## src/rtl/sseg_serial_rx_if.sv

```systemverilog
// Signal bundle between a serial seven-segment display driver and its frame receiver.
// The driver side (master) owns the serial lines; the receiver side (slave) owns the frame outputs.
interface sseg_serial_rx_if #(
  parameter int WIDTH = 64
);
  logic             seg_clk;
  logic             seg_sout;
  logic             SEG_PEN;
  logic             seg_clrn;
  logic [WIDTH-1:0] frame_data;
  logic             frame_valid;
  logic [6:0]       bit_cnt;
  logic             frame_err;
  logic             overrun;

  modport master (
    output seg_clk, seg_sout, SEG_PEN, seg_clrn,
    input  frame_data, frame_valid, bit_cnt, frame_err, overrun
  );

  modport slave (
    input  seg_clk, seg_sout, SEG_PEN, seg_clrn,
    output frame_data, frame_valid, bit_cnt, frame_err, overrun
  );
endinterface

```

## src/rtl/sseg_serial_rx.sv

```systemverilog
// Oversampling receiver for a serial display shift-register stream: synchronizes the
// driver's clock/data/latch/clear lines and rebuilds each WIDTH-bit frame on the latch strobe.
module sseg_serial_rx #(
  parameter int WIDTH       = 64,
  parameter int SYNC_STAGES = 2
) (
  input  logic           clk,
  input  logic           RSTN,
  sseg_serial_rx_if.slave bus
);

  typedef enum logic [1:0] {IDLE, SHIFT, FULL} state_e;

  // Synchronizer bundle order: {seg_clrn, SEG_PEN, seg_sout, seg_clk}; clear line idles high.
  localparam logic [3:0]    SYNC_RST = 4'b1000;
  localparam int            SW       = $clog2(SYNC_STAGES + 2);
  localparam logic [SW-1:0] SETTLE   = SW'(SYNC_STAGES + 1);
  localparam logic [6:0]    WIDTH_C  = 7'(WIDTH);

  logic [3:0]       sync_q [SYNC_STAGES];
  logic [1:0]       hist_q;
  logic [SW-1:0]    settle_q;
  state_e           state_q, state_d;
  logic [6:0]       cnt_q, cnt_d;
  logic [WIDTH-1:0] shreg_q, shreg_d;
  logic [WIDTH-1:0] frame_q, frame_d;
  logic             ovr_q, ovr_d;
  logic             ok_q, ok_d;
  logic             err_q, err_d;
  logic             frame_valid_q, frame_err_q;

  logic sclk_s, sout_s, pen_s, clrn_s, settled, clk_rise, pen_rise;

  assign sclk_s  = sync_q[SYNC_STAGES-1][0];
  assign sout_s  = sync_q[SYNC_STAGES-1][1];
  assign pen_s   = sync_q[SYNC_STAGES-1][2];
  assign clrn_s  = sync_q[SYNC_STAGES-1][3];
  assign settled = (settle_q == SETTLE);

  // Edges are masked until the chain has refilled after reset, so a line already high
  // at release is not mistaken for a rise.
  assign clk_rise = settled & sclk_s & ~hist_q[0];
  assign pen_rise = settled & pen_s  & ~hist_q[1];

  always_ff @(posedge clk) begin
    if (!RSTN) begin
      for (int i = 0; i < SYNC_STAGES; i++) sync_q[i] <= SYNC_RST;
      hist_q   <= 2'b00;
      settle_q <= '0;
    end else begin
      sync_q[0] <= {bus.seg_clrn, bus.SEG_PEN, bus.seg_sout, bus.seg_clk};
      for (int i = 1; i < SYNC_STAGES; i++) sync_q[i] <= sync_q[i-1];
      hist_q   <= {pen_s, sclk_s};
      settle_q <= settled ? settle_q : settle_q + SW'(1);
    end
  end

  always_comb begin
    state_d = state_q;
    cnt_d   = cnt_q;
    shreg_d = shreg_q;
    frame_d = frame_q;
    ovr_d   = ovr_q;
    ok_d    = 1'b0;
    err_d   = 1'b0;
    if (!clrn_s) begin
      state_d = IDLE;
      cnt_d   = '0;
      shreg_d = '0;
      frame_d = '0;
      ovr_d   = 1'b0;
    end else begin
      if (clk_rise) begin
        shreg_d = {shreg_q[WIDTH-2:0], sout_s};
        case (state_q)
          IDLE: begin
            cnt_d   = 7'd1;
            state_d = SHIFT;
          end
          SHIFT: begin
            cnt_d = cnt_q + 7'd1;
            if (cnt_q + 7'd1 == WIDTH_C) state_d = FULL;
          end
          FULL:    ovr_d = 1'b1;
          default: begin
            state_d = IDLE;
            cnt_d   = '0;
          end
        endcase
      end
      // Commit looks at the post-shift state so a simultaneous last bit still counts.
      if (pen_rise) begin
        if (state_d == FULL) begin
          frame_d = shreg_d;
          ok_d    = 1'b1;
          ovr_d   = 1'b0;
        end else begin
          err_d = 1'b1;
        end
        cnt_d   = '0;
        state_d = IDLE;
      end
    end
  end

  always_ff @(posedge clk) begin
    if (!RSTN) begin
      state_q       <= IDLE;
      cnt_q         <= '0;
      shreg_q       <= '0;
      frame_q       <= '0;
      ovr_q         <= 1'b0;
      ok_q          <= 1'b0;
      err_q         <= 1'b0;
      frame_valid_q <= 1'b0;
      frame_err_q   <= 1'b0;
    end else begin
      state_q       <= state_d;
      cnt_q         <= cnt_d;
      shreg_q       <= shreg_d;
      frame_q       <= frame_d;
      ovr_q         <= ovr_d;
      ok_q          <= ok_d;
      err_q         <= err_d;
      frame_valid_q <= ok_q;
      frame_err_q   <= err_q;
    end
  end

  assign bus.frame_data  = frame_q;
  assign bus.frame_valid = frame_valid_q;
  assign bus.frame_err   = frame_err_q;
  assign bus.bit_cnt     = cnt_q;
  assign bus.overrun     = ovr_q;

endmodule

```

## src/flat_wrapper.sv

```systemverilog
// flat-port wrapper written by rule: the top's interface ports become plain ports
module sseg_serial_rx_flat 
#(
  parameter int WIDTH       = 64,
  parameter int SYNC_STAGES = 2
)
  (clk, RSTN, bus_seg_clk, bus_seg_sout, bus_SEG_PEN, bus_seg_clrn, bus_frame_data, bus_frame_valid, bus_bit_cnt, bus_frame_err, bus_overrun);
  sseg_serial_rx_if #(.WIDTH(WIDTH)) bus_i ();
  input  logic clk;
  input  logic RSTN;
  input wire logic [$bits(bus_i.seg_clk)-1:0] bus_seg_clk;
  input wire logic [$bits(bus_i.seg_sout)-1:0] bus_seg_sout;
  input wire logic [$bits(bus_i.SEG_PEN)-1:0] bus_SEG_PEN;
  input wire logic [$bits(bus_i.seg_clrn)-1:0] bus_seg_clrn;
  output wire logic [$bits(bus_i.frame_data)-1:0] bus_frame_data;
  output wire logic [$bits(bus_i.frame_valid)-1:0] bus_frame_valid;
  output wire logic [$bits(bus_i.bit_cnt)-1:0] bus_bit_cnt;
  output wire logic [$bits(bus_i.frame_err)-1:0] bus_frame_err;
  output wire logic [$bits(bus_i.overrun)-1:0] bus_overrun;
  assign bus_i.seg_clk = bus_seg_clk;
  assign bus_i.seg_sout = bus_seg_sout;
  assign bus_i.SEG_PEN = bus_SEG_PEN;
  assign bus_i.seg_clrn = bus_seg_clrn;
  assign bus_frame_data = bus_i.frame_data;
  assign bus_frame_valid = bus_i.frame_valid;
  assign bus_bit_cnt = bus_i.bit_cnt;
  assign bus_frame_err = bus_i.frame_err;
  assign bus_overrun = bus_i.overrun;
  sseg_serial_rx #(.WIDTH(WIDTH), .SYNC_STAGES(SYNC_STAGES)) u_core (.clk(clk), .RSTN(RSTN), .bus(bus_i));
endmodule
```

## config.mk

```make
export PLATFORM = sky130hd
export DESIGN_NAME = sseg_serial_rx_flat
export DESIGN_NICKNAME = d
export VERILOG_FILES = /design/src/rtl/sseg_serial_rx_if.sv /design/src/rtl/sseg_serial_rx.sv /design/src/flat_wrapper.sv
export SDC_FILE = /design/constraint.sdc
export NUM_CORES = 1
export LEC_CHECK = 0
export ABC_AREA = 1
export BUFFER_PORTS_ARGS = -buffer_cell sky130_fd_sc_hd__buf_2
export CAP_MARGIN = 10
export CORE_AREA = 4 4 125 127
export CTS_BUF_LIST = sky130_fd_sc_hd__clkbuf_4
export CTS_CLUSTER_SIZE = 16
export DETAILED_ROUTE_END_ITERATION = 10
export DIE_AREA = 0 0 129 131
export GPL_ROUTABILITY_DRIVEN = 0
export HOLD_SLACK_MARGIN = 0.02
export PLACE_DENSITY = 0.67
export SYNTH_ARGS = -nofsm -noshare
export SYNTH_HDL_FRONTEND = slang
export SYNTH_SLANG_ARGS = --single-unit
```

## constraint.sdc

```tcl
create_clock -name clk -period 5.9 [get_ports clk]
set_clock_uncertainty 0.15 [all_clocks]
set_input_delay 0.59 -clock clk [delete_from_list [all_inputs] [get_ports clk]]
set_output_delay 0.59 -clock clk [all_outputs]
set_load 0.005 [all_outputs]
```

## Yosys cells after proc, flatten, opt, wreduce, memory -nomap -nowiden

Memories as Yosys holds them, arrays and structs flattened.
Index checks and enable logic that the tools add are counted.
Widths: inputs -> output; s select.

- Memory bits (writable): 8
- Memories: 1
- Register bits after elaboration: 146
- Logic and storage cells: 52
- Output and inout port bits: 74
- Input port bits: 6

- Bitwise operators: 11
- Multiplexer cells: 16
- $add $sub $neg: 2
- Reduce and logical (&&, ||, !) cells: 6
- Equality and inequality tests: 5

Memory list:

| name | words | bits a word | rd ports | clocked after Yosys merged registers in | write ports | line | source |
|---|---|---|---|---|---|---|---|
| u_core.sync_q | 2 | 4 | 2 | 0 | 2 | sseg_serial_rx.sv:20 | `logic [3:0] sync_q [SYNC_STAGES];` |

Operator list:

| kind | number |
|---|---|
| $mux 64 | 1 |
| $pmux 7 s3 | 1 |
| $mux 1 | 8 |
| $mux 4 | 2 |
| $add 7x1->7 const B | 1 |
| $eq 7x7->1 const B | 1 |
| $eq 2x2->1 const B | 3 |
| $mux 2 | 3 |
| $pmux 2 s3 | 1 |
| $reduce_and 2->1 | 3 |
| $not 1->1 | 5 |
| $and 1x1->1 | 4 |
| $reduce_and 3->1 | 1 |
| $reduce_or 3->1 | 1 |
| $add 2x1->2 const B | 1 |
| $eq 2x1->1 const B | 1 |
| $logic_not 2->1 | 1 |
| $or 1x1->1 | 2 |

## Depth between registers and ports, before layout

Gate-level depths: netlist of run 1.

- Depth after elaboration: 9
- Mapped depth: 13
- Gate-level depth less buffers: 12

## Least setup slack after synthesis of run 1

Ideal clock, no wire load.

- Kind: reg-to-reg
- Start point: register u_core.settle_q[0]
- End point: register u_core.frame_q[21], in the netlist u_core.bus.frame_data[21]
- Period minus slack after synthesis: 2.000 ns
- Data arrival time: 1.717 ns
- Data required time: 5.618 ns
- Stages on the path, launching flop included: 14
- Library setup time: 0.132 ns
- Path slack: 3.900 ns
- Path buffers: 1
- Path through: dfxtp_1 ha_1 nand2_1 nor2_2 inv_2 nor2_2 nand2_1 inv_2 nand3_2 nand2_2 nand2_1 buf_2 nand2_1 a21oi_1

- Longest elaborated chain between the ends: 7
- Elaborated cells on any way between the ends: 10
- Classes of those cells: eq/ne (2); mux (3); bitwise (4); reduce/logical (1)

RTL lines:

| element | line | source |
|---|---|---|
| from (decl) | sseg_serial_rx.sv:22 | `logic [SW-1:0] settle_q;` |
| from (signal assigned) | sseg_serial_rx.sv:54 | `settle_q <= settled ? settle_q : settle_q + SW'(1);` |
| $eq 2x2->1 (*) | sseg_serial_rx.sv:38 | `assign settled = (settle_q == SETTLE);` |
| $and 1x1->1 (2 in series) | sseg_serial_rx.sv:42 | `assign clk_rise = settled & sclk_s & ~hist_q[0];` |
| $mux 2 | sseg_serial_rx.sv:73 | `if (clk_rise) begin` |
| $mux 2 | sseg_serial_rx.sv:66 | `if (!clrn_s) begin` |
| $eq 2x2->1 | sseg_serial_rx.sv:93 | `if (state_d == FULL) begin` |
| $reduce_and 2->1 (no source line) | - |  |
| to (signal assigned) | sseg_serial_rx.sv:121 | `frame_q <= frame_d;` |
| to (decl) | sseg_serial_rx.sv:26 | `logic [WIDTH-1:0] frame_q, frame_d;` |

Mark *: on every way between the ends. The rest lies on a longest branch, timed or not. The select of a mux whose other input is x is not followed.
A chain may end at the register's enable or synchronous reset.

## Final worst setup path of run 1

- Start point: register u_core.settle_q[0]
- End point: register u_core.frame_q[29], in the netlist u_core.bus.frame_data[29]

Same word-level chain as after synthesis.

==> impl_results.md, run 1 <==
* Crit-path cells: ha_1, nand2_1, nor2_4, inv_2, nor2_2, nand2_1, inv_2, nand3_2, nand2_4, nand2_1, buf_4, nand2_1, a21oi_1
* Largest net degree at the start of global routing at a little over 100
* Post-DP HPWL at 7220 um
* CP most frequent cell: nand2_1
* Post-Synth Adder-Cell Area at 0.435%
* I/O pin cnt at 80
* Setup_tns at 0 ns
* Leak Pwr at 2.70 nW
* Pwr dens at around 270 nW/um^2
* Routed len/inst at ~12 um
* Hold-critical path depth at 3
* Final Max Slew Viols at 0
* Synth Area in Simple Gates at roughly 28%
* Gr usage total at 14.7%
* Core area at 14400 um^2
* Layout Nets at 790
* I/O Buffers at 79
* Hold Crit Class: primary input to flip-flop
* ANT cells at 0
* Synth Instances at between 700 and 800
* RSZ-0062 raised after global routing: no
* Final WL at 11900 um
* Vias in the first global route at about 4400
* Starting Density at around 40%
* Largest family of logic cells by synthesized area: simple AND/OR/NAND/NOR gates
* Setup slack, reg-to-reg at 2.18 ns
* Startpoint Class: flip-flop
* Synth Register Bits at around 150
* Crit Reg-Reg Startpoint: u_core.settle_q[0]$_SDFFE_PN0P_
* Max incr delay on CP at ~0.7 ns
* # DRC at 0
* CTS tree: yes
* Relative slew slack at about 30%
* Layout area overhead at 12.8%
* Mapped Area at between 5000 and 6000 um^2
* Sink Count at ~150
* Hold Path End: u_core.sync_q[0][1]$_SDFF_PN0_
* Post-CTS sizing at 0
* Synth top area share at 53.6%
* Vias per cell at 4.82
* Initial antenna violation count at 0
* Worst setup EP type: flip-flop
* Layout cells sized above 1 at 15.3%
* Bufs and invs on worst path at 3
* Mux cell area share after synthesis at 4.87%
* WHS at 0.0798 ns
* Synth warn at 0
* Post-CTS setup buffer count at 0
* Iteration-0 DRC Markers at 274
* F_max at between 200 and 300 MHz
* Routed Antenna Nets at 0
* Hold-fix buffers, CTS at 0
* First-pass GRT wire length at between 20000 and 25000 um
* Critical Path AT at 3.95 ns
* Seq/Total Area, Yosys at a little over half
* Die Span Y at between 100 and 150 um
* Clock slew seen by the registers of the worst setup and hold paths at between 0.1 and 0.15 ns
* Max IR drop VDD at 0.134 mV
* CP max FO at 97
* Syn nets at between 700 and 800
* Critical-path top delay cell: nand2_4
* Vias at approximately 4700
* Synth Area in XOR/XNOR at less than 1%
* Slew @ Worst Pin at 1.06 ns
* Clk_lat worst skew at between 0.5 and 0.6 ns
* FF-to-FF End: u_core.bus.frame_data[29]$_SDFFE_PN0P_
* Crit path required time at about 6.1 ns
* # H-tree levels at 4
* Period utilization at around 63%
* Area contributors post-synth: dfxtp_1 54%, nor2_1 11%, nand2_1 6.9%, a21oi_1 6.4%, nand3_1 6.1%
* Hold Path Origin: bus_seg_sout
* Final Setup Violations at 0
* Status: complete, no violations
* Synth unique cells at 27
* Max cap viols at 0
* Clk buf depth at 2
* Total CTS buffers at 17
* Syn Area/Cell at slightly below 8 um^2
* Total gr overflow at 0
* CTS Root Cell: clkbuf_4
* Compound-Gate Fraction of Synth Area at ~7.6%
* Period minus WS final at 3.72 ns
* Drt pass-1 iters at 4
* Die width at approximately 130 um
* Critical path class: flip-flop to flip-flop
* Cell taking the most area after synthesis: dfxtp_1
* Kind of cell adding the most delay to the critical path: simple AND/OR/NAND/NOR gates
* Site row count at between 40 and 50
* Reg2Reg Depth at 13
* Fin. Hold Viols at 0
* Die area at roughly 17000 um^2
==> Yosys cell counts, drive strengths merged <==
library cell  number
a31oi              2
ha                 2
or2                2
nand2            107
mux2i             28
o21bai             1
a21oi             74
xor2               1
o21ai              9
nand3             71
nand4              1
clkbuf            25
buf               24
nor2             171
dfxtp            154
nor4               1
nor3              32
inv               24
nand3b             1
==> cell families after synthesis <==
| logic type | Yosys count |
|---|---|
| AO/OA/AOI/OAI | 86 |
| flip-flops | 154 |
| buffers and inverters | 73 |
| XOR/XNOR | 1 |
| adder cells (fa/ha/maj) | 2 |
| AND/OR/NAND/NOR | 386 |
| multiplexers | 28 |
==> state kept, by name (all words and copies together), names as in the netlist <==
register                count
u_core.bus.frame_data      64
u_core.shreg_q             64
u_core.sync_q               8
u_core.bus.bit_cnt          7
u_core.hist_q               2
u_core.settle_q             2
u_core.state_q              2
u_core.bus.frame_err        1
u_core.bus.frame_valid      1
u_core.bus.overrun          1
u_core.err_q                1
u_core.ok_q                 1
==> metal layers <==
layer / up-vias / global-route usage (%) / routed length [um]
li1: 2497 / - / -
met1: 2125 / 18.1 / 5730
met2: 78 / 24.0 / 5340
met3: 23 / 4.15 / 537
met4: 0 / 7.04 / 325
met5: - / 0 / 0
==> layout make-up <==
type | count | area (um^2)
clock buffer | 19 | 143
clock inverter | 13 | 153
fill | 1479 | 7930
inverter | 24 | 90.1
multi-input combinational | 503 | 2380
sequential | 154 | 3080
tap | 184 | 230
timing repair buffer | 82 | 418
==> worst max-delay path by stage <==
stage	depth (start not counted)	end	slack [ns]	startpoint
6_report	13	u_core.bus.frame_data[29]$_SDFFE_PN0P_	2.18	u_core.settle_q[0]$_SDFFE_PN0P_
5_1_grt	13	u_core.bus.frame_data[37]$_SDFFE_PN0P_	1.78	u_core.settle_q[0]$_SDFFE_PN0P_
4_1_cts	13	u_core.bus.frame_data[29]$_SDFFE_PN0P_	2.15	u_core.settle_q[0]$_SDFFE_PN0P_
3_5_place_dp	13	u_core.bus.frame_data[29]$_SDFFE_PN0P_	2.17	u_core.settle_q[0]$_SDFFE_PN0P_
3_3_place_gp	13	u_core.bus.frame_data[22]$_SDFFE_PN0P_	2.28	u_core.settle_q[0]$_SDFFE_PN0P_
2_1_floorplan	13	u_core.bus.frame_data[21]$_SDFFE_PN0P_	3.90	u_core.settle_q[0]$_SDFFE_PN0P_
==> stage by stage <==
stage / setup WS (ns) / power, mW / utilization (%) / cells / cell area, um^2
2_1_floorplan: 3.90 / 1.14 / - / 730 / 5760
3_3_place_gp: 2.28 / 1.15 / 43.0 / 947 / 6200
3_5_place_dp: 2.17 / 1.15 / 43.0 / 947 / 6200
4_1_cts: 2.15 / 1.81 / 45.0 / 979 / 6490
5_1_grt: 1.78 / 1.87 / 45.0 / 979 / 6490
6_report: 2.18 / 1.79 / 45.0 / 979 / 6490
==> cell usage in the layout (no fill, tap or decap), types with 8 or more instances in the layout <==
cell type and instances:
nor2_1 168, clkbuf_4 19, inv_1 22, o21ai_0 8, nand3_1 70, dfxtp_1 154
buf_2 79, nand2_1 105, a21oi_1 74, mux2i_1 28, nor3_1 32
==> worst register-to-register path, stage by stage, from the launching register on <==
cell,delay (ns)
dfxtp_1,0.36
ha_1,0.25
nand2_1,0.12
nor2_4,0.10
inv_2,0.25
nor2_2,0.23
nand2_1,0.08
inv_2,0.12
nand3_2,0.12
nand2_4,0.69
nand2_1,0.59
buf_4,0.37
nand2_1,0.09
a21oi_1,0.06
==> power breakdown <==
part	switching [mW]	internal, mW	leakage (nW)
Combinational	0.0504	0.0203	1.30
Clock	0.359	0.299	0.153
Sequential	0.00590	1.05	1.24
Total	0.415	1.37	2.70
No activity file was read; power rests on OpenSTA's default activity.
==> inputs of run 2 (changes only) <==
--- a/config.mk
+++ b/config.mk
@@ -5,7 +5,7 @@
 export SDC_FILE = /design/constraint.sdc
 export NUM_CORES = 1
 export LEC_CHECK = 0
-export ABC_AREA = 1
+export ABC_AREA = 0
 export BUFFER_PORTS_ARGS = -buffer_cell sky130_fd_sc_hd__buf_2
 export CAP_MARGIN = 10
 export CORE_AREA = 4 4 125 127
@@ -15,7 +15,7 @@
 export DIE_AREA = 0 0 129 131
 export GPL_ROUTABILITY_DRIVEN = 0
 export HOLD_SLACK_MARGIN = 0.02
-export PLACE_DENSITY = 0.67
+export PLACE_DENSITY = 0.68
 export SYNTH_ARGS = -nofsm -noshare
 export SYNTH_HDL_FRONTEND = slang
 export SYNTH_SLANG_ARGS = --single-unit
==> constraint.sdc (replaced) <==
create_clock -name clk -period 3.4 [get_ports clk]
set_clock_uncertainty 0.15 [all_clocks]
set_input_delay 0.34 -clock clk [delete_from_list [all_inputs] [get_ports clk]]
set_output_delay 0.34 -clock clk [all_outputs]
set_load 0.005 [all_outputs]
==> run 2 against run 1 <==
Compared with the run above:
- wire length increased by 0.27%
- synthesized cell count decreased by 18%
- core utilization increased by 0.30 points
- synthesized area decreased by 1.2%
- final cell count decreased by 12%
- count of clock-buffer cells in the layout increased by 1
- global-route usage increased by 0.23 points
- critical endpoint unchanged
==> impl_results.md, run 2 <==
* Most frequent cells in the layout: 153 x dfxtp_1, 140 x nand2_1, 79 x buf_2 (was 168 x nor2_1, 154 x dfxtp_1, 105 x nand2_1)
* Layout cells sized above 1 at 19.8% (was 15.3%)
* Synth top area share at 54.2% (was 53.6%)
* M1 WL at 5170 um (was 5730 um)
* Mapped Area at 5690 um^2 (was 5760 um^2)
* Synth Flop Type: dfxtp_1 (unchanged)
* Placed cell area at 6190 um^2 (was 6200 um^2)
* Crit-path cells: a2111oi_2, a31oi_1, o41a_1, nor2_4, buf_12, mux2_2 (was ha_1, nand2_1, nor2_4, inv_2, nor2_2, nand2_1, inv_2, nand3_2, nand2_4, nand2_1, buf_4, nand2_1, a21oi_1)
* Routed Antenna Nets at 0 (unchanged)
* Max IR drop VDD at 0.214 mV (was 0.134 mV)
* Final WL at 12000 um (was 11900 um)
* Critical-path top delay cell: o41a_1 (was nand2_4)
* DR top layer: met4 (unchanged)
* Most common cell after layout, fill and taps aside: dfxtp_1 (was nor2_1)
* Number of synthesized flops with an enable pin at 0 (unchanged)
* I/O Buffers at 79 (unchanged)
* Synth Register Bits at 154 (unchanged)
* Status: complete, no violations (unchanged)
* Startpoint Class: flip-flop (unchanged)
* # DRC at 0 (unchanged)
* Syn nets at 607 (was 738)
* Site row count at 44 (unchanged)
* Most frequent cell after synthesis: dfxtp_1 (was nor2_1)
* Worst setup EP type: flip-flop (unchanged)
* Cell taking the most area after synthesis: dfxtp_1 (unchanged)
* Period utilization at 73.9% (was 63.1%)
* Fin. Hold Viols at 0 (unchanged)
* Seq/Total Area, Yosys at 54.2% (was 53.6%)
* Clock slew seen by the registers of the worst setup and hold paths at 0.12 ns (about the same)
* Max cap viols at 0 (unchanged)
* Vias per cell at 4.94 (was 4.82)
* Area contributors post-synth: dfxtp_1 54%, mux2_1 9.7%, nand2_1 9.3%, and3_1 7.3%, a21oi_1 6.2% (was dfxtp_1 54%, nor2_1 11%, nand2_1 6.9%, a21oi_1 6.4%, nand3_1 6.1%)
* Met3 Wirelength at 698 um (was 537 um)
* Post-synth top cells: 154 x dfxtp_1, 141 x nand2_1, 71 x a21oi_1, 66 x and3_1, 49 x mux2_1 (was 169 x nor2_1, 154 x dfxtp_1, 106 x nand2_1, 74 x a21oi_1, 70 x nand3_1)
* Synth unique cells at 31 (was 27)
* Clk_lat worst skew at 0.54 ns (was 0.55 ns)
* FFs w/ async S/R, synth at 0% (unchanged)
* Largest net degree at the start of global routing at 80 (was 102)
* Routed len/inst at 13.9 um (was 12.2 um)
* Syn Area/Cell at 9.50 um^2 (was 7.88 um^2)
* Layout Nets at 673 (was 790)
* Fill cell count at 1444 (was 1479)
* Critical Path AT at 2.79 ns (was 3.95 ns)
* Die Span Y at 131 um (unchanged)
* Clk buf depth at 2 (unchanged)
* Setup_tns at 0 ns (unchanged)
* Synth warn at 0 (unchanged)
* Post-CTS setup buffer count at 0 (unchanged)
* Crit path required time at 3.68 ns (was 6.13 ns)
* Final Setup Violations at 0 (unchanged)
* Vias in the first global route at 4352 (was 4382)
* Synth Instances at 599 (was 730)
* Hold Crit Class: flip-flop to flip-flop (was primary input to flip-flop)
* Total CTS buffers at 17 (unchanged)
* Iteration-0 DRC Markers at 197 (was 274)
* Gr usage total at 15.0% (was 14.7%)
* RSZ-0062 raised after global routing: no (unchanged)
* F_max at 398 MHz (was 269 MHz)
* CTS tree: yes (unchanged)
* Sink Count at 154 (unchanged)
* Critical path class: flip-flop to flip-flop (unchanged)
* Starting Density at 39.4% (was 39.9%)
* Total gr overflow at 0 (unchanged)
* Slew @ Worst Pin at 0.693 ns (was 1.06 ns)
* Relative slew slack at 53.8% (was 29.6%)
* Metal2 WL at 5910 um (was 5340 um)
* Final Max Slew Viols at 0 (unchanged)
* Die area at 16900 um^2 (unchanged)
* Finished Cell Area at 6540 um^2 (was 6490 um^2)
* Post-CTS sizing at 0 (unchanged)
* Layout area overhead at 14.9% (was 12.8%)
* Die width at 129 um (unchanged)
* Core area at 14400 um^2 (unchanged)
* Leak Pwr at 2.94 nW (was 2.70 nW)
* Max incr delay on CP at 0.50 ns (was 0.69 ns)
* CTS Root Cell: clkbuf_4 (unchanged)
* Post-DP HPWL at 7450 um (was 7220 um)
* Vias at 4262 (was 4723)
* Pwr dens at 471 nW/um^2 (was 275 nW/um^2)
* Period minus WS final at 2.51 ns (was 3.72 ns)
* I/O pin cnt at 80 (unchanged)
* Drt pass-1 iters at 4 (unchanged)
* Initial antenna violation count at 1 (was 0)
* # H-tree levels at 4 (unchanged)
* First-pass GRT wire length at 20400 um (was 20100 um)
* Hold-fix buffers, CTS at 4 (was 0)
* CP max FO at 65 (was 97)
[run 2: metal layers]
| layer | vias to the layer above | global-route usage, % |
|---|---|---|
| li1 | 2152 | - |
| met5 | - | 0 |
| met3 | 16 | 4.72 |
| met1 | 1997 | 16.3 |
| met2 | 97 | 26.8 |
| met4 | 0 | 6.42 |
[run 2: power breakdown]
group          internal, mW  switching [mW]
Combinational        0.0230          0.0560
Clock                 0.593           0.589
Sequential             1.81         0.00598
Total                  2.43           0.651
[run 2: worst paths after layout]
kind / slack (ns) / depth (start not counted) / end / from
worst min-delay path: 0.28 / 1 / u_core.sync_q[0][7]$_SDFF_PN1_ / u_core.sync_q[0][3]$_SDFF_PN1_
worst min register to register: 0.28 / 1 / u_core.sync_q[0][7]$_SDFF_PN1_ / u_core.sync_q[0][3]$_SDFF_PN1_
worst max-delay path: 0.89 / 6 / u_core.bus.frame_data[29]$_SDFFE_PN0P_ / u_core.bus.bit_cnt[1]$_SDFFE_PP0P_
worst max register to register: 0.89 / 6 / u_core.bus.frame_data[29]$_SDFFE_PN0P_ / u_core.bus.bit_cnt[1]$_SDFFE_PP0P_
[run 2: critical path, delay by kind of cell (launching register included)]
family | cells | cell delay [ns]
multiplexers | 1 | 0.38
flip-flops | 1 | 0.39
AND/OR/NAND/NOR | 1 | 0.12
buffers and inverters | 1 | 0.31
AO/OA/AOI/OAI | 3 | 0.99
[run 2: cell type report]
type                    count  area [um^2]  area share, %
flip-flops and latches    154         3080           47.2
diodes                      1         2.50         0.0383
multi-input cells         401         2410           36.9
well taps                 184          230           3.52
clock buffers              20          150           2.30
repair buffers             91          508           7.77
clock inverters            12          154           2.35
[run 2: cell families after synthesis]
family	synth area share [%]
simple gates	20.8
flops	54.2
compound gates	7.81
mux	12.8
buf+inv	3.65
xor+xnor	0.308
fa+ha+maj	0.440
[run 2: per-stage QoR]
stage	hold WS (ns)	power [mW]	setup slack, ns	std cells	utilization [%]
after floorplan	0.236	1.91	1.08	599	-
after global placement	0.262	1.93	0.998	826	42.9
after detailed placement	0.249	1.94	0.946	826	42.9
after CTS	0.229	3.13	0.907	862	45.3
after global routing	0.265	3.21	0.751	863	45.3
final	0.282	3.08	0.886	863	45.3
==> inputs of run 3 (changes only) <==
--- a/config.mk
+++ b/config.mk
@@ -5,7 +5,7 @@
 export SDC_FILE = /design/constraint.sdc
 export NUM_CORES = 1
 export LEC_CHECK = 0
-export ABC_AREA = 0
+export ABC_AREA = 1
 export BUFFER_PORTS_ARGS = -buffer_cell sky130_fd_sc_hd__buf_2
 export CAP_MARGIN = 10
 export CORE_AREA = 4 4 125 127
@@ -15,7 +15,7 @@
 export DIE_AREA = 0 0 129 131
 export GPL_ROUTABILITY_DRIVEN = 0
 export HOLD_SLACK_MARGIN = 0.02
-export PLACE_DENSITY = 0.68
+export PLACE_DENSITY = 0.67
 export SYNTH_ARGS = -nofsm -noshare
 export SYNTH_HDL_FRONTEND = slang
 export SYNTH_SLANG_ARGS = --single-unit
==> constraint.sdc (replaced) <==
create_clock -name clk -period 2.5 [get_ports clk]
set_clock_uncertainty 0.15 [all_clocks]
set_input_delay 0.25 -clock clk [delete_from_list [all_inputs] [get_ports clk]]
set_output_delay 0.25 -clock clk [all_outputs]
set_load 0.005 [all_outputs]
==> run 3 against run 2 <==
Compared with the run above:
- register-to-register slack worse by 0.62 ns
- combinational power increased by 140%
- worst hold slack lost 0.018 ns
- count of clock-buffer cells in the layout is 1 lower
- non-clock buffer count up 10
- via count up 13%
- critical path depth up 5
- fmax up 12%
- die area stayed put
- core utilization increased by 1.4 points
- critical endpoint is now u_core.bus.frame_data[15]$_SDFFE_PN0P_
- largest cell class unchanged
==> impl_results.md, run 3 (synthesized netlist as in run 1, its figures left out) <==
* Status: complete, no violations (unchanged)
* RSZ-0062 raised after global routing: no (unchanged)
* Vias in the first global route at 4478 (was 4352)
* Final Setup Violations at 0 (unchanged)
* Routed Antenna Nets at 0 (unchanged)
* Max IR drop VDD at 0.397 mV (was 0.214 mV)
* Layout Nets at 809 (was 673)
* # DRC at 0 (unchanged)
* Layout cells sized above 1 at 16.1% (was 19.8%)
* Site row count at 44 (unchanged)
* I/O Buffers at 79 (unchanged)
* Layout area overhead at 17.0% (was 14.9%)
* Critical path class: flip-flop to flip-flop (unchanged)
* Period utilization at 89.5% (was 73.9%)
* Hold Crit Class: flip-flop to flip-flop (unchanged)
* Hold Path Origin: u_core.sync_q[0][0]$_SDFF_PN0_ (was u_core.sync_q[0][3]$_SDFF_PN1_)
* Post-CTS sizing at 0 (unchanged)
* Clk_lat worst skew at 0.56 ns (was 0.54 ns)
* Iteration-0 DRC Markers at 282 (was 197)
* Startpoint Class: flip-flop (unchanged)
* Final Max Slew Viols at 0 (unchanged)
* CTS tree: yes (unchanged)
* CP max FO at 61 (was 65)
* Max cap viols at 0 (unchanged)
* Total gr overflow at 0 (unchanged)
* Hold-fix buffers, CTS at 9 (was 4)
* Leak Pwr at 2.80 nW (was 2.94 nW)
* Die Span Y at 131 um (unchanged)
* FF-to-FF End: u_core.bus.frame_data[15]$_SDFFE_PN0P_ (was u_core.bus.frame_data[29]$_SDFFE_PN0P_)
* I/O pin cnt at 80 (unchanged)
* CTS Root Cell: clkbuf_4 (unchanged)
* Critical-path top delay cell: dfxtp_1 (was o41a_1)
* Period minus WS final at 2.24 ns (was 2.51 ns)
* Setup_tns at 0 ns (unchanged)
* Core area at 14400 um^2 (unchanged)
* Worst setup EP type: flip-flop (unchanged)
* Max incr delay on CP at 0.42 ns (was 0.50 ns)
* Routed len/inst at 12.1 um (was 13.9 um)
* Crit-path cells: ha_1, nand2_1, o21ai_1, nand2_1, nor2_1, nand3_2, nand2_4, buf_12, nand3_1, nand2_1, nor2_1 (was a2111oi_2, a31oi_1, o41a_1, nor2_4, buf_12, mux2_2)
* Vias per cell at 4.83 (was 4.94)
* Vias at 4816 (was 4262)
* Fin. Hold Viols at 0 (unchanged)
* Hold-critical path depth at 2 (was 1)
* Final WL at 12100 um (was 12000 um)
* Initial antenna violation count at 0 (was 1)
* First-pass GRT wire length at 20700 um (was 20400 um)
* Post-Place Cells at 957 (was 826)
* Most frequent cells in the layout: 168 x nor2_1, 154 x dfxtp_1, 105 x nand2_1 (was 153 x dfxtp_1, 140 x nand2_1, 79 x buf_2)
* Drt pass-1 iters at 5 (was 4)
* Clk buf depth at 2 (unchanged)
* Setup slack, reg-to-reg at 0.26 ns (was 0.89 ns)
* Slew @ Worst Pin at 0.594 ns (was 0.693 ns)
* Total CTS buffers at 17 (unchanged)
* # H-tree levels at 4 (unchanged)
* Crit path required time at 2.81 ns (was 3.68 ns)
* Largest net degree at the start of global routing at 68 (was 80)
* Reg2Reg Depth at 11 (was 6)
* Most common cell after layout, fill and taps aside: nor2_1 (was dfxtp_1)
* Pwr dens at 645 nW/um^2 (was 471 nW/um^2)
* Clock slew seen by the registers of the worst setup and hold paths at 0.13 ns (was 0.12 ns)
* Die area at 16900 um^2 (unchanged)
* Die width at 129 um (unchanged)
* Crit Reg-Reg Startpoint: u_core.bus.bit_cnt[1]$_SDFFE_PP0P_ (unchanged)
* Sink Count at 154 (unchanged)
* Hold Path End: u_core.sync_q[0][4]$_SDFF_PN0_ (was u_core.sync_q[0][7]$_SDFF_PN1_)
* Critical Path AT at 2.55 ns (was 2.79 ns)
* Gr usage total at 15.2% (was 15.0%)
* ANT cells at 0 (was 1)
* Post-CTS setup buffer count at 0 (unchanged)
* CP most frequent cell: nand2_1
* Post-Layout Cell Count at 998 (was 863)
* Post-DP HPWL at 7540 um (was 7450 um)
* Relative slew slack at 60.4% (was 53.8%)
* Starting Density at 39.9% (was 39.4%)
* F_max at 447 MHz (was 398 MHz)
==> run 3: cell type report <==
type                       count  area, um^2
fill                        1451        7690
inverter                      24        90.1
tap                          184         230
timing repair buffer         101         633
clock inverter                13         176
multi-input combinational    503        2380
sequential                   154        3080
clock buffer                  19         143
==> run 3: how the worst max path moves through the flow <==
stage / from / to / slack [ns] / cells after the start
after floorplan: u_core.settle_q[0]$_SDFFE_PN0P_ / u_core.bus.frame_data[21]$_SDFFE_PN0P_ / 0.50 / 13
after global placement: u_core.bus.bit_cnt[1]$_SDFFE_PP0P_ / u_core.bus.frame_data[15]$_SDFFE_PN0P_ / 0.30 / 11
after detailed placement: u_core.settle_q[0]$_SDFFE_PN0P_ / u_core.bus.frame_data[15]$_SDFFE_PN0P_ / 0.31 / 13
after CTS: u_core.bus.bit_cnt[1]$_SDFFE_PP0P_ / u_core.bus.frame_data[62]$_SDFFE_PN0P_ / 0.28 / 11
after global routing: u_core.bus.bit_cnt[1]$_SDFFE_PP0P_ / u_core.bus.frame_data[0]$_SDFFE_PN0P_ / 0.005 / 11
final: u_core.bus.bit_cnt[1]$_SDFFE_PP0P_ / u_core.bus.frame_data[15]$_SDFFE_PN0P_ / 0.26 / 11
==> run 3: critical path: cells and delay by family (launching register included) <==
kind,cells,cell delay (ns)
AND/OR/NAND/NOR,8,0.95
AO/OA/AOI/OAI,1,0.15
adder cells (fa/ha/maj),1,0.22
buffers and inverters,1,0.24
flip-flops,1,0.42
==> run 3: power breakdown <==
group          leakage [nW]  switching [mW]  internal (mW)
Combinational          1.40           0.125         0.0632
Sequential             1.24          0.0137           2.48
Clock                 0.161           0.853          0.806
==> run 3: per-layer routing <==
metal,vias up,part of all wire [%],global-route usage [%]
li1,2521,-,-
met1,2187,47,18.8
met2,97,46,24.8
met3,11,5.0,5.33
met4,0,1.1,5.00
met5,-,0,0
==> run 3: stage by stage <==
stage	hold slack, ns	util, %	power, mW	cell area, um^2	setup WS, ns
6_report	0.264	46.7	4.34	6730	0.262
5_1_grt	0.289	46.7	4.55	6730	0.00543
4_1_cts	0.263	46.7	4.41	6730	0.281
3_5_place_dp	0.249	43.8	2.73	6320	0.305
3_3_place_gp	0.243	43.8	2.73	6320	0.303
2_1_floorplan	0.198	-	2.68	5760	0.500
